### src/rtl/cap_bank_seq.sv
// cap_bank_seq: switches NSEG VCPHV charge-pump capacitor segments on/off one at a time, then confirms regulation.
// Latency: the first SEG_EN change follows REQ by one cycle; each segment is held SETTLE cycles; CHECK waits at most TIMEOUT cycles.
// Backpressure: a REQ while busy or faulted is dropped (no queuing); FAULT holds until CLR.
module cap_bank_seq #(
  parameter int NSEG    = 4,
  parameter int SW      = 3,
  parameter int CW      = 8,
  parameter int SETTLE  = 4,
  parameter int TIMEOUT = 8
) (
  input  logic            CLK,
  input  logic            RESET,
  input  logic            REQ,
  input  logic [SW-1:0]   TGT_SEG,
  input  logic            CLR,
  input  logic            VCPHV_OK,
  output logic [NSEG-1:0] SEG_EN,
  output logic            BUSY,
  output logic            READY,
  output logic            FAULT
);

  // UW holds any segment count 0..NSEG.
  localparam int            UW        = $clog2(NSEG + 1);
  localparam logic [UW-1:0] NSEG_U    = UW'(NSEG);
  localparam logic [CW-1:0] SETTLE_C  = CW'(SETTLE);
  localparam logic [CW-1:0] TIMEOUT_C = CW'(TIMEOUT);
  localparam logic [CW-1:0] CNT_ONE   = CW'(1);

  typedef enum logic [2:0] {
    S_IDLE,
    S_UP,
    S_DOWN,
    S_CHECK,
    S_READY,
    S_FAULT
  } state_t;

  state_t        state, state_d;
  logic [UW-1:0] cur, cur_d;
  logic [UW-1:0] tgt, tgt_d;
  logic [UW-1:0] req_tgt;
  logic [CW-1:0] cnt, cnt_d;
  logic          ok_m, ok_s;

  // Two-flop synchroniser for the asynchronous comparator output.
  always_ff @(posedge CLK or posedge RESET) begin
    if (RESET) begin
      ok_m <= 1'b0;
      ok_s <= 1'b0;
    end else begin
      ok_m <= VCPHV_OK;
      ok_s <= ok_m;
    end
  end

  // Requested target saturated to the number of physical segments.
  always_comb begin
    req_tgt = UW'(TGT_SEG);
    if (int'(TGT_SEG) > NSEG) begin
      req_tgt = NSEG_U;
    end
  end

  // State, segment count, latched target and settle/timeout counter.
  always_ff @(posedge CLK or posedge RESET) begin
    if (RESET) begin
      state <= S_IDLE;
      cur   <= '0;
      tgt   <= '0;
      cnt   <= '0;
    end else begin
      state <= state_d;
      cur   <= cur_d;
      tgt   <= tgt_d;
      cnt   <= cnt_d;
    end
  end

  // Next-state logic: one segment per SETTLE interval, then a bounded wait for regulation.
  always_comb begin
    state_d = state;
    cur_d   = cur;
    tgt_d   = tgt;
    cnt_d   = cnt;
    case (state)
      S_IDLE, S_READY: begin
        // Loss of regulation while READY beats any request arriving in the same cycle.
        if ((state == S_READY) && !ok_s) begin
          state_d = S_FAULT;
          cur_d   = '0;
          cnt_d   = '0;
        end else if (REQ) begin
          tgt_d = req_tgt;
          if (req_tgt > cur) begin
            state_d = S_UP;
            cur_d   = cur + 1'b1;
            cnt_d   = SETTLE_C;
          end else if (req_tgt < cur) begin
            state_d = S_DOWN;
            cur_d   = cur - 1'b1;
            cnt_d   = SETTLE_C;
          end else if (req_tgt != '0) begin
            state_d = S_CHECK;
            cnt_d   = TIMEOUT_C;
          end
        end
      end
      S_UP: begin
        if (cnt == CNT_ONE) begin
          if (cur < tgt) begin
            cur_d = cur + 1'b1;
            cnt_d = SETTLE_C;
          end else begin
            state_d = S_CHECK;
            cnt_d   = TIMEOUT_C;
          end
        end else begin
          cnt_d = cnt - 1'b1;
        end
      end
      S_DOWN: begin
        if (cnt == CNT_ONE) begin
          if (cur > tgt) begin
            cur_d = cur - 1'b1;
            cnt_d = SETTLE_C;
          end else if (tgt != '0) begin
            state_d = S_CHECK;
            cnt_d   = TIMEOUT_C;
          end else begin
            // Bank fully discharged: nothing to regulate.
            state_d = S_IDLE;
            cnt_d   = '0;
          end
        end else begin
          cnt_d = cnt - 1'b1;
        end
      end
      S_CHECK: begin
        if (ok_s) begin
          state_d = S_READY;
          cnt_d   = '0;
        end else if (cnt == CNT_ONE) begin
          state_d = S_FAULT;
          cur_d   = '0;
          cnt_d   = '0;
        end else begin
          cnt_d = cnt - 1'b1;
        end
      end
      S_FAULT: begin
        cur_d = '0;
        if (CLR) begin
          state_d = S_IDLE;
        end
      end
      default: begin
        state_d = S_IDLE;
        cur_d   = '0;
        cnt_d   = '0;
      end
    endcase
  end

  // Thermometer decode of the registered segment count; bit0 switches first.
  always_comb begin
    SEG_EN = '0;
    for (int i = 0; i < NSEG; i++) begin
      SEG_EN[i] = (int'(cur) > i);
    end
  end

  assign BUSY  = (state == S_UP) || (state == S_DOWN) || (state == S_CHECK);
  assign READY = (state == S_READY);
  assign FAULT = (state == S_FAULT);

endmodule

### config.mk
export PLATFORM = sky130hd
export DESIGN_NAME = cap_bank_seq
export DESIGN_NICKNAME = d
export VERILOG_FILES = /design/src/rtl/cap_bank_seq.sv
export SDC_FILE = /design/constraint.sdc
export NUM_CORES = 1
export LEC_CHECK = 0
export ABC_CLOCK_PERIOD_IN_PS = 3000
export BUFFER_PORTS_ARGS = -buffer_cell sky130_fd_sc_hd__buf_2
export CAP_MARGIN = 5
export CORE_ASPECT_RATIO = 1.4
export CORE_UTILIZATION = 50
export DETAILED_ROUTE_END_ITERATION = 7
export PLACE_DENSITY = 0.67
export SLEW_MARGIN = 20
export SYNTH_ARGS = -nofsm -noshare
export SYNTH_HDL_FRONTEND = slang
export SYNTH_SLANG_ARGS = --single-unit
### constraint.sdc
create_clock -name CLK -period 3 [get_ports CLK]
set_clock_uncertainty 0.1 [all_clocks]
set_input_delay 0.3 -clock CLK [delete_from_list [all_inputs] [get_ports CLK]]
set_output_delay 0.3 -clock CLK [all_outputs]
set_load 0.02 [all_outputs]
==> results by group <==
Logic synthesis
  • Post-Synthesis Cell Area: 1530 um^2
  • Library cells used by synthesis: 49
  • Syn Area/Cell: 8.77 um^2
  • Ys Warns: 0
  • Register area share after synthesis: 31.2%
  • Area leader, netlist: dfrtp_1
  • Synthesized Nets: 196
  • Synth area leaders: dfrtp_1 31%, ha_1 11%, o21ai_0 6.9%
  • Top cell type's share of synthesized area: 31.2%
  • Synthesized instance count: 174
  • #FFs+latches synth: 19

Clocking
  • Cts bufs inserted: 3
  • CTS tree: built
  • Clock slew at reported path FFs: 0.07 ns
  • Root Buffer: clkbuf_8
  • Hold buffer count at cts: 0
  • # resized after CTS: 0
  • Worst-Skew Late Latency: 0.26 ns
  • Max Root-Sink Buffers: 2
  • Setup bufs post-CTS: 0
  • Max H-tree Level: 1
  • TritonCTS Sinks: 19

Routing
  • Final wirelength: 3430 um
  • Via density: 5.93
  • Vias: 1,316
  • 1st-iter DRT viols: 34
  • DRC violations left: 0
  • First-pass detailed-route iteration total: 4
  • Drt wl/cell: 15.4 um
  • Antenna viol nets, final: 0

Finish
  • Ant diodes: 0
  • Layout Nets: 208
  • Fillers: 270
  • Fin cells: 222
  • Area grow syn2layout: 8.53%
  • Layout cells sized above 1: 17.8%

Timing
  • RSZ-0062 raised after global routing: no
  • Final Max Tran Viols: 0
  • Min Tclk post-route: 2.62 ns
  • Actual slew at the worst max-slew pin: 0.719 ns
  • Max_slew headroom: 52.0%
  • Hold Fails Final Rpt: 0
  • Peak Freq: 381 MHz
  • Setup TNS Final: 0 ns
  • Endpoints failing setup: 0
  • Final worst path period share: 87.5%

Die
  • Die width: 48.7 um
  • Die area: 3280 um^2
  • Num rows: 23
  • Initial Util: 53.0%
  • Die span in y: 67.4 um
  • Num ports: 15
  • Total core area: 2880 um^2

Worst setup path
  • Setup CP Type: reg -> reg
  • Worst flop-to-flop path startpoint: cur[1]
  • Worst-path fanout max: 7
  • Crit. End Element: register
  • Required @ worst endpoint: 3.05 ns
  • WP data arrival: 2.67 ns
  • Critical path launch point type: register
  • Critical path origin: cur[1]

Global route
  • Largest net degree at the start of global routing: 20
  • Grt ovf: 0
  • Vias in the first global route: 1,291
  • Total Routing Usage GR: 23.7%
  • Initial antenna violation count: 0
  • First-pass GRT wire length: 5930 um

Pwr
  • Pwr per Cell Area: 1170 nW/um^2
  • VDD IR max: 0.554 mV
  • Leak pwr: 0.749 nW

Status
  • Status: finished clean

Place
  • Placed Cells: 218
  • Routability congestion estimate: 0.854
  • Port bufs: 14
  • Detail Placement HPWL: 2690 um

Job
  • Total of max-cap violations: 0

Hold path
  • Min-Delay Path Class: in -> async
==> layout by cell type, fill, tap and decap left out, types with 2 or more instances in the layout <==
cell type and instances:
o21ai_0 21, dfrtp_1 19, ha_1 14, buf_2 14, nand2_1 13, nor2_1 11, inv_1 10, a21oi_1 8
nand3_1 5, nor3_1 5, mux2_2 5, or3_1 4, nand2b_1 3, nor3b_1 3, o211ai_1 3, nor2b_1 3
o31ai_1 3, mux2i_1 3, a211oi_1 3, clkbuf_8 3, a21o_1 2, a21boi_0 2, mux2_4 2
==> path summary, 6_finish.rpt <==
kind                            endpoint  slack [ns]  cells after the start
worst max register to register    cur[1]        0.38                      7
max in group asynchronous         tgt[1]        2.30                      2
min in group CLK                    ok_m        0.04                      1
worst min-delay path            state[0]        0.04                      2
worst min register to register      ok_s        0.26                      0
worst max-delay path              cur[1]        0.38                      7
==> sequential cells by signal, indices dropped and copies added (netlist names) <==
register and cells:
state 3, tgt 3, cur 3, ok_m 1, cnt 8, ok_s 1
==> cell type report <==
type | count | area [um^2] | share of cell area [%]
timing repair buffer | 14 | 70.1 | 4.23
clock inverter | 1 | 5.00 | 0.302
clock buffer | 3 | 41.3 | 2.49
tap | 37 | 46.3 | 2.80
sequential | 19 | 475 | 28.7
multi-input combinational | 138 | 980 | 59.2
inverter | 10 | 37.5 | 2.27
==> critical path, stage by stage, from the launching register on <==
cell and delay [ns]:
dfrtp_1 0.49, inv_1 0.15, ha_1 0.24, nor3b_1 0.28, o21ai_0 0.12, a32o_1 0.23
or4b_4 0.57, mux2_4 0.32
==> cell families (layout without fill, tap and decap cells) <==
kind of cell	after synthesis	in the layout	synth area share (%)
compound gates	51	51	20.8
xor+xnor	1	1	0.574
fa+ha+maj	14	14	11.5
buf+inv	17	28	4.59
flops	19	19	31.2
mux	10	10	7.63
simple gates	62	62	23.7
==> per-layer routing <==
metal | part of all wire [%] | track usage, % | vias up
met5 | 0 | 0 | -
met4 | 2.1 | 9.93 | 0
met3 | 2.0 | 2.25 | 9
met2 | 53 | 46.0 | 19
met1 | 42 | 26.4 | 631
li1 | - | - | 657
==> synthesized netlist by cell type, drive strengths merged <==
master   number
o21ai        21
dfrtp        19
ha           14
nand2        13
nor2         11
inv          10
a21oi         8
mux2          7
nor3          6
nand3         5
or3           5
clkbuf        4
a211oi        3
buf           3
mux2i         3
nand2b        3
nor2b         3
nor3b         3
o211ai        3
o31ai         3
a21boi        2
a21o          2
and2          2
nor4b         2
or2           2
a22oi         1
a311oi        1
a32o          1
and3          1
and3b         1
nand3b        1
nand4         1
o2111ai       1
o21a          1
o22ai         1
o311ai        1
o32ai         1
o41ai         1
or2b          1
or4           1
or4b          1
xor2          1
==> per-stage QoR <==
stage	util, %	hold slack [ns]	power (mW)	cell area, um^2	setup WS (ns)
after floorplan	-	0.151	1.49	1530	0.608
after global placement	55.9	0.235	1.72	1610	0.484
after detailed placement	55.9	0.246	1.76	1610	0.402
after CTS	57.5	0.0368	1.95	1660	0.384
after global routing	57.5	0.0302	2.13	1660	0.222
final	57.5	0.0394	1.94	1660	0.376
==> where the power goes <==
part	switching [mW]	internal [mW]
clock network	0.0866	0.0925
logic	0.695	0.547
registers	0.164	0.359
No activity file was read; power rests on OpenSTA's default activity.
